## config.mk

```make
export PLATFORM = sky130hd
export DESIGN_NAME = gate_op_pipe
export DESIGN_NICKNAME = d
export VERILOG_FILES = /design/src/rtl/gate_op_pipe.sv
export SDC_FILE = /design/constraint.sdc
export NUM_CORES = 1
export LEC_CHECK = 0
export ABC_CLOCK_PERIOD_IN_PS = 4000
export CAP_MARGIN = 20
export CORE_MARGIN = 2
export CORE_UTILIZATION = 49
export CTS_CLUSTER_SIZE = 25
export DETAILED_ROUTE_END_ITERATION = 8
export MAX_ROUTING_LAYER = met4
export PLACE_DENSITY = 0.75
export SYNTH_ARGS = -nofsm -noshare
export SYNTH_HDL_FRONTEND = slang
export SYNTH_SLANG_ARGS = --single-unit
```

## constraint.sdc

```tcl
create_clock -name clk -period 4 [get_ports clk]
set_clock_uncertainty 0.15 [all_clocks]
set_input_delay 1.2 -clock clk [delete_from_list [all_inputs] [get_ports clk]]
set_output_delay 1.2 -clock clk [all_outputs]
set_load 0.01 [all_outputs]
```

## src/rtl/gate_op_pipe.sv

```systemverilog
// Bitwise gate-operation unit feeding a small in-order result buffer.
// Results are registered at the buffer head; y reads zero whenever no result is held.
module gate_op_pipe #(
  parameter int WIDTH = 8,
  parameter int DEPTH = 2
) (
  input  logic             clk,
  input  logic             rst,
  input  logic             in_valid,
  output logic             in_ready,
  input  logic [2:0]       op,
  input  logic [WIDTH-1:0] a,
  input  logic [WIDTH-1:0] b,
  output logic             out_valid,
  input  logic             out_ready,
  output logic [WIDTH-1:0] y,
  output logic [15:0]      out_count
);

  localparam int AW = (DEPTH > 1) ? $clog2(DEPTH) : 1;
  localparam logic [AW:0] DEPTH_C = (AW+1)'(DEPTH);

  function automatic logic [WIDTH-1:0] gate_f(
    input logic [2:0]       op_i,
    input logic [WIDTH-1:0] a_i,
    input logic [WIDTH-1:0] b_i
  );
    logic [WIDTH-1:0] r;
    case (op_i)
      3'd0:    r = ~a_i;
      3'd1:    r = a_i & b_i;
      3'd2:    r = a_i | b_i;
      3'd3:    r = a_i ^ b_i;
      3'd4:    r = ~(a_i & b_i);
      3'd5:    r = ~(a_i | b_i);
      3'd6:    r = ~(a_i ^ b_i);
      3'd7:    r = a_i;
      default: r = a_i;
    endcase
    return r;
  endfunction

  logic [WIDTH-1:0] mem_q [DEPTH];
  logic [AW-1:0]    wr_q, wr_d;
  logic [AW-1:0]    rd_q, rd_d;
  logic [AW:0]      cnt_q, cnt_d;
  logic             out_valid_q, out_valid_d;
  logic [WIDTH-1:0] y_q, y_d;
  logic [15:0]      out_count_q, out_count_d;
  logic             push_s, pop_s;
  logic [WIDTH-1:0] res_s;

  // Handshakes, pointer/occupancy update and look-ahead of the next head value.
  always_comb begin
    in_ready    = 1'b0;
    push_s      = 1'b0;
    pop_s       = 1'b0;
    res_s       = gate_f(op, a, b);
    wr_d        = wr_q;
    rd_d        = rd_q;
    cnt_d       = cnt_q;
    out_count_d = out_count_q;
    y_d         = {WIDTH{1'b0}};

    if (!rst && (cnt_q < DEPTH_C)) begin
      in_ready = 1'b1;
    end else begin
      in_ready = 1'b0;
    end
    push_s = in_valid && in_ready;
    pop_s  = out_valid_q && out_ready && !rst;

    if (push_s) begin
      wr_d = wr_q + AW'(1'b1);
    end else begin
      wr_d = wr_q;
    end

    if (pop_s) begin
      rd_d        = rd_q + AW'(1'b1);
      out_count_d = out_count_q + 16'd1;
    end else begin
      rd_d        = rd_q;
      out_count_d = out_count_q;
    end

    case ({push_s, pop_s})
      2'b10:   cnt_d = cnt_q + (AW+1)'(1'b1);
      2'b01:   cnt_d = cnt_q - (AW+1)'(1'b1);
      default: cnt_d = cnt_q;
    endcase

    out_valid_d = (cnt_d != '0);
    // The incoming result becomes the head when it lands where the read pointer will point.
    if (cnt_d == '0) begin
      y_d = {WIDTH{1'b0}};
    end else if (push_s && (wr_q == rd_d)) begin
      y_d = res_s;
    end else begin
      y_d = mem_q[rd_d];
    end
  end

  // Control state with synchronous reset.
  always_ff @(posedge clk) begin
    if (rst) begin
      wr_q        <= '0;
      rd_q        <= '0;
      cnt_q       <= '0;
      out_valid_q <= 1'b0;
      y_q         <= {WIDTH{1'b0}};
      out_count_q <= 16'd0;
    end else begin
      wr_q        <= wr_d;
      rd_q        <= rd_d;
      cnt_q       <= cnt_d;
      out_valid_q <= out_valid_d;
      y_q         <= y_d;
      out_count_q <= out_count_d;
    end
  end

  // Result storage; contents are masked by out_valid so need no reset.
  always_ff @(posedge clk) begin
    if (push_s) begin
      mem_q[wr_q] <= res_s;
    end
  end

  assign out_valid = out_valid_q;
  assign y         = y_q;
  assign out_count = out_count_q;

endmodule
```

Yosys cells after proc, flatten, opt, wreduce, memory -nomap -nowiden. Memories as Yosys holds them, arrays and structs flattened. A register that Yosys moved wholly into a read port is not among the register bits. Cells that the tools add are included.

Register bits after elaboration: 21. Logic and storage cells: 43. Output and inout port bits: 26. Bits of input ports: 23. RAM bits: 16. Memories kept: 1.

Memories: mem_q (words 2, bits a word 8, read ports 1, clocked after Yosys merged registers in 1, wr ports 1, line 43) `logic [WIDTH-1:0] mem_q [DEPTH];`.

Add/subtract/negate cells: 5. Equal/unequal tests: 9. Bitwise operators: 7. Reduce and logical (&&, ||, !) cells: 9. Order comparisons: 1. Muxes and demuxes: 6.

Operators by type and width (number): one-hot mux 8 bit (8 select lines) (1); NOT 8 bit (4); adder 16 x 1 -> 16 bit, second input constant (1); equality test 3 bit, second input constant (4); bitwise AND 8 bit (1); OR 8 bit (1); XOR 8 bit (1); equality test 3 x 2 -> 1 bit, second input constant (2); logical AND 1 bit (4); two-way mux 1 bit (4); one-hot mux 2 bit (2 select lines) (1); equality test 3 x 1 -> 1 bit, second input constant (1); logical NOT 3 bit (1); adder 1 bit, second input constant (2); adder 2 x 1 -> 2 bit, second input constant (1); equality test 2 x 1 -> 1 bit, second input constant (1); equality test 2 bit, second input constant (1); logical NOT 2 bit (1); < comparator 2 bit, second input constant (1); nonzero test 2 bit (1); OR reduction 2 bit (1); subtractor 2 x 1 -> 2 bit, second input constant (1); logical NOT 1 bit (1).

Logic depth before layout (Yosys ltp). Gate-level depths: netlist (run 1).

Word-level depth: 8. Depth in mapped cells: 10. Depth with buffers taken out: 8.

Worst setup path before layout (run 1). Ideal clock, no wire load.

Path kind: input port to flip-flop. From: input port rst. To: register y_q[2] (netlist: y[2]), read port of mem_q. Cell stages on the path: 10. Setup time: 0.093 ns. Setup slack: 0.719 ns. Data arrival time: 3.038 ns. Path through: buf_6 > nor2_1 > and2_1 > inv_1 > ha_1 > nor2b_1 > a221oi_2 > a21bo_2 > clkbuf_1 > o32ai_1.

Word-level cells in the longest chain between the ends: 8.

RTL lines: start: declaration (line 8) `input logic rst,`; logical NOT 1 bit * (line 65) `if (!rst && (cnt_q < DEPTH_C)) begin`; logical AND 1 bit * (line 65); two-way mux 1 bit * (line 65); net in_ready (line 10) `output logic in_ready,`; logical AND 1 bit * (line 70) `push_s = in_valid && in_ready;`; equality test 2 x 1 -> 1 bit or equality test 2 bit (tied branches) (line 87) `case ({push_s, pop_s})`; one-hot mux 2 bit (2 select lines) * (line 87); logical NOT 2 bit * (line 95) `if (cnt_d == '0) begin`; OR reduction 2 bit (no line) *; end: declaration (line 48) `logic [WIDTH-1:0] y_q, y_d;`.

Mark *: on every way through the listed nets, which the timed path passes. The rest lies on a longest branch. A chain may end at the register's enable or synchronous reset.

Final worst setup path (run 1).
From: input port rst. To: output port in_ready.

Word-level cells in the longest chain between the ends: 3.

RTL lines (line): logical NOT 1 bit (65); logical AND 1 bit (65); two-way mux 1 bit (65); end: declaration (10).

Every way passes these cells.

==> results.toml, run 1 <==
[grt]
grt_use_met3_pct = 4.49
globalRouteOverflowTotal = 0
top_usage_layer = "met2"
antenna_found_initial = 0
track_usage_pct = 19.8
grt_pass1_wl_um = 9870
grt_max_degree = 50
use_met2_pct = 32.4
grtUsageMet1_pct = 25.0
grt_pass1_vias = 2110

[drt]
drtAntennaViolNets = 0
first_iter_violations = 135
wire_per_inst_um = 13.9
wirelength_um = 5730
drtPass1Iterations = 4
drc = 0
viasPerCell = 5.49
vias = 2262

[clock_tree]
cts_tree = "yes"
cts.reportedPaths.clkPinSlew_ps = 80
cts_root_buf = "clkbuf_8"
postCtsSetupRepairBufs = 0
clock-sinks = 45
cts_hold_buf = 0
htree_levels = 2
clockBufferDepth = 2
cts_buffers = 5
cts_resized = 0
clkLatencyLatePin_ps = 290

[die]
io_pins = 49
die_w_um = 80.2
die_h_um = 80.2
dieArea_sq_mm = 0.00643
core_area_sq_mm = 0.00554
rows = 27
start_util_pct = 51.3

[critical_path]
end_kind = "primary output"
path_max_fanout = 3
r2r-end = "y[2]$_SDFF_PP0_"
critPathRequiredTime_ps = 2650
criticalPathCategory = "input port to primary output"
timing.rr.start = "cnt_q[1]$_SDFF_PP0_"
worst-r2r-cell-count = 8
start_kind = "input port"
cp_data_arrival_time_ps = 2380
rrSetupSlack_ps = 1470

[pwr]
power.density_mw_per_mm2 = 289
p_sw_mw = 0.270
internal-power_mw = 0.732
pwr-share-seq_pct = 51.2
p_clk_share_pct = 27.3
pwr-share-comb_pct = 21.5
swShare_pct = 27.0
worst_ir_drop_vdd_v = 0.000277
total_leakage_power_nw = 1.42

[yosys]
synthCells = 294
yosys_warnings = 0
synth-seq-area-share_pct = 37.3
synthMuxAreaShare_pct = 7.17
synth_compound_area_share_pct = 15.5
synth.avg_cell_area_sq_um = 9.67
synth_cell_types = 51
synth-adder-area-share_pct = 7.92
synthArstFlopShare_pct = 0
ys_ff_latch = 45
synth-edff-count = 16
synth_top_family_by_area = "simple AND/OR/NAND/NOR gates"
synth_nets = 335
synthXorXnorAreaFrac_pct = 5.28
netlist_area_sq_mm = 0.00284
yosys.area_share.simple_pct = 20.0
synthFlopType = "dfxtp_1"

[layout]
nNetsFinal = 380
utilization_pct = 62.5
mostFrequentLayoutCells = "clkdlybuf4s50_1, dfxtp_1, inv_1"
drive_above_1_share_pct = 7.35
final_common_cell = "clkdlybuf4s50_1"
synthToLayoutAreaGrowth_pct = 21.8
diodes = 0

[worst_hold_path]
worstHoldPathType = "flop to flop"
worstHoldEndpoint = "out_count[14]$_SDFFE_PP0P_"
hold_depth = 2
hp-start = "out_count[14]$_SDFFE_PP0P_"

[placed_design]
port_buffers = 48
gp_congestion = 0.766
dp_hpwl_um = 4250

[timing]
worstMarginPinSlew_ps = 712
setup_violations = 0
slew_viol_final = 0
relSlewSlack_pct = 52.4
period_share_pct = 93.3
fmax_ghz = 0.268
min_period_ps = 3730
whs_ps = 366
rsz0062_at_grt = "no"
hold_viol_final = 0
finalSetupTns_ps = 0

[flow_run]
drv_cap = 0

[status]
status = "complete, no violations"
## synthesized netlist by cell type (5+ instances only)
master	instances	area [sq um]
mux2i_1	17	170
nor2b_1	18	113
inv_1	27	101
o21ai_0	5	25.0
nor2_1	21	78.8
ha_1	18	225
o22ai_1	6	37.5
o2bb2ai_1	5	43.8
edfxtp_1	16	480
nand2b_1	13	81.3
xnor2_1	7	61.3
dfxtp_1	29	581
xor2_1	7	61.3
a311o_1	5	50.1
clkbuf_1	7	26.3
a22oi_1	5	37.5
a21oi_1	7	35.0
nand2_1	5	18.8
nor3_1	10	50.1
## metrics by stage
stage	cells	area [sq um]	power (mW)	setup WS (ps)
4_1_cts	412	3460	1.01	282
3_3_place_gp	404	3380	0.732	301
5_1_grt	412	3460	1.06	217
6_report	412	3460	1.00	268
2_1_floorplan	294	2840	0.657	719
3_5_place_dp	404	3380	0.740	170
## sequential cells by signal, indices dropped and copies added, names as in the netlist
register / cells
mem_q: 16
out_count: 16
y: 8
cnt_q: 2
out_valid: 1
rd_q: 1
wr_q: 1
## power groups by stage
| stage | registers (mW) | logic [mW] | clock network [mW] |
|---|---|---|---|
| global route | 0.515 | 0.240 | 0.300 |
| CTS | 0.513 | 0.217 | 0.278 |
| finish | 0.513 | 0.216 | 0.273 |
| global placement | 0.523 | 0.209 | 0 |
| floorplan | 0.525 | 0.132 | 0 |
| detailed placement | 0.523 | 0.217 | 0 |
## layout make-up
cell class                      instances  area [sq um]
Timing Repair Buffer                   55           533
Clock inverter                          2          15.0
Tap cell                               72          90.1
Fill cell                             484          2080
Clock buffer                            6          72.6
Multi-Input combinational cell        205          1590
Sequential cell                        45          1060
Inverter                               27           101
## worst max-delay path by stage
stage | start | end | cells after the start
floorplan | rst | y[2]$_SDFF_PP0_ | 10
global placement | rst | in_ready | 3
detailed placement | rst | y[2]$_SDFF_PP0_ | 9
CTS | rst | in_ready | 3
global route | rst | in_ready | 3
finish | rst | in_ready | 3
## routing by layer
metal  vias to the layer above  share of wire, %
li1                       1160                 -
met1                      1055                47
met2                        38                49
met3                         9               3.5
met4                         0               1.3
met5                         -                 0
## critical path: stages
cell	delay (ps)
clkdlybuf4s50_1	440
nor2_1	170
clkdlybuf4s50_1	570
## cells by family (layout without fill, tap and decap cells)
logic type,after synthesis,after routing
adders and majority gates,18,18
DFF,45,45
xor gates and xnor gates,15,15
and+or+nand+nor,96,96
AOI/OAI and AO/OA,56,56
buffers and inverters,44,90
muxes,20,20
No activity file was read; power rests on OpenSTA's default activity.
==> run 2: changes to the inputs <==
--- a/config.mk
+++ b/config.mk
@@ -9,8 +9,10 @@
 export CAP_MARGIN = 20
 export CORE_MARGIN = 2
 export CORE_UTILIZATION = 49
+export CTS_BUF_LIST = sky130_fd_sc_hd__clkbuf_8
 export CTS_CLUSTER_SIZE = 25
 export DETAILED_ROUTE_END_ITERATION = 8
+export GPL_TIMING_DRIVEN = 0
 export MAX_ROUTING_LAYER = met4
 export PLACE_DENSITY = 0.75
 export SYNTH_ARGS = -nofsm -noshare
==> run 2 against run 1 <==
Net effect:
- worst hold slack worse by 4.5 ps
- cell area is 1.9% higher
- combinational power hardly changed
- total power is 13% higher
- clock power is 48% higher
- largest cell class unchanged
- largest power group unchanged
==> results.toml, run 2 (synthesis gave the netlist of run 1 again) <==
[placed_design]
gp_congestion = 0.834
dp_hpwl_um = 4520
place_area_sq_mm = 0.00339
port_buffers = 46

[critical_path]
end_kind = "flop"
critPathRequiredTime_ps = 4050
timing.rr.start = "cnt_q[1]$_SDFF_PP0_"
crit_path_max_incr_delay_ps = 540
worst-path-buf-inv = 2
cp-startpoint = "out_ready"
cpLargestDelayFamily = "buffers and inverters"
cp_data_arrival_time_ps = 3500
path_cells = "clkdlybuf4s50_1 > and3b_1 > buf_2 > ha_1 > nor2b_1 > a221oi_2 > nand3_1 > o32ai_1"
path_max_fanout = 8
start_kind = "input port"
crit_slowest_cell = "clkdlybuf4s50_1"
criticalPathCategory = "input port to flop"

[die]
dieArea_sq_mm = 0.00643
die_h_um = 80.2
core_area_sq_mm = 0.00554
start_util_pct = 51.3
die_w_um = 80.2
io_pins = 49
rows = 27

[clock_tree]
cts_tree = "yes"
postCtsSetupRepairBufs = 0
cts_root_buf = "clkbuf_8"
clockBufferDepth = 2
clock-sinks = 45
clkLatencyLatePin_ps = 300
cts_resized = 0
cts_hold_buf = 0
cts.reportedPaths.clkPinSlew_ps = 80
cts_buffers = 5
htree_levels = 2

[worst_hold_path]
worstHoldPathType = "flop to flop"
hp-start = "out_count[9]$_SDFFE_PP0P_"

[grt]
globalRouteOverflowTotal = 0
antenna_found_initial = 0
grt_max_degree = 15
track_usage_pct = 21.3
grt_pass1_wl_um = 10500
grt_pass1_vias = 2264

[timing]
relSlewSlack_pct = 51.5
whs_ps = 362
rsz0062_at_grt = "no"
finalSetupTns_ps = 0
fmax_ghz = 0.290
slew_viol_final = 0
period_share_pct = 86.3
setup_violations = 0
hold_viol_final = 0
min_period_ps = 3450
worstMarginPinSlew_ps = 710

[pwr]
pwr-share-seq_pct = 45.1
p_sw_mw = 0.277
worst_ir_drop_vdd_v = 0.000228
p_clk_share_pct = 35.5
swShare_pct = 24.5
pwr-share-comb_pct = 19.3
total_leakage_power_nw = 1.46
total_power_mw = 1.13
power.density_mw_per_mm2 = 321
internal-power_mw = 0.856

[layout]
diodes = 0
final_area_sq_mm = 0.00353
multiInputGateArea_sq_mm = 0.00159
nNetsFinal = 388
mostFrequentLayoutCells = "clkdlybuf4s50_1, dfxtp_1, inv_1"
utilization_pct = 63.7
layout.area.seq_sq_mm = 0.00106
nFillCells = 486
drive_above_1_share_pct = 8.05
synthToLayoutAreaGrowth_pct = 24.1
final_common_cell = "clkdlybuf4s50_1"

[drt]
vias = 2387
drtAntennaViolNets = 0
viasPerCell = 5.68
drc = 0
drtPass1Iterations = 5
first_iter_violations = 168
wire_per_inst_um = 14.7
wirelength_um = 6190

[status]
status = "complete, no violations"

[flow_run]
drv_cap = 0
## run 2: cell count changes in the layout (fill, tap and decap cells not counted)
cell             previous run  this run
clkbuf_1                    1         7
buf_2                       0         4
buf_4                       7         4
bufinv_16                   0         2
clkdlybuf4s50_1            48        46
clkinvlp_4                  2         0
buf_1                       0         1
buf_6                       0         1
clkinv_2                    0         1
## run 2: worst reg2reg max path, cell delays in order, from the launching register on
cell      delay [ps]
dfxtp_1          350
nor2_1           150
and2_1           220
inv_1             80
ha_1             330
nor2b_1          170
a221oi_2         280
nand3_1          340
o32ai_1          340
## run 2: power by group through the flow
stage / clock network (mW) / logic [mW] / registers, mW
6_report: 0.403 / 0.219 / 0.511
5_1_grt: 0.430 / 0.243 / 0.514
4_1_cts: 0.410 / 0.219 / 0.512
3_5_place_dp: 0 / 0.218 / 0.522
3_3_place_gp: 0 / 0.212 / 0.521
2_1_floorplan: 0 / 0.132 / 0.525
## run 2: final cells by class
| class | instances | area share [%] |
|---|---|---|
| Clock buffer | 5 | 1.95 |
| Multi-Input combinational cell | 205 | 45.1 |
| Clock inverter | 3 | 1.84 |
| Tap cell | 72 | 2.55 |
| Inverter | 27 | 2.87 |
| Timing Repair Buffer | 46 | 13.0 |
| Buffer | 17 | 2.59 |
| Sequential cell | 45 | 30.1 |
## run 2: worst paths after layout
check | end | depth (start not counted) | slack, ps
hold / removal | out_count[9]$_SDFFE_PP0P_ | 2 | 360
hold reg to reg | out_count[9]$_SDFFE_PP0P_ | 2 | 360
setup reg to reg | y[3]$_SDFF_PP0_ | 8 | 1500
setup / recovery | y[3]$_SDFF_PP0_ | 8 | 550
## run 2: through the flow
stage	setup WS, ps	std cells
2_1_floorplan	719	294
3_3_place_gp	265	412
3_5_place_dp	238	412
4_1_cts	545	420
5_1_grt	342	420
6_report	549	420
## run 2: per-layer routing
layer	vias to the layer above	part of all wire, %	global-route usage [%]
met1	1160	45	27.7
met4	0	1.4	7.63
met3	6	3.7	3.48
li1	1173	-	-
met2	48	50	33.7
met5	-	0	-
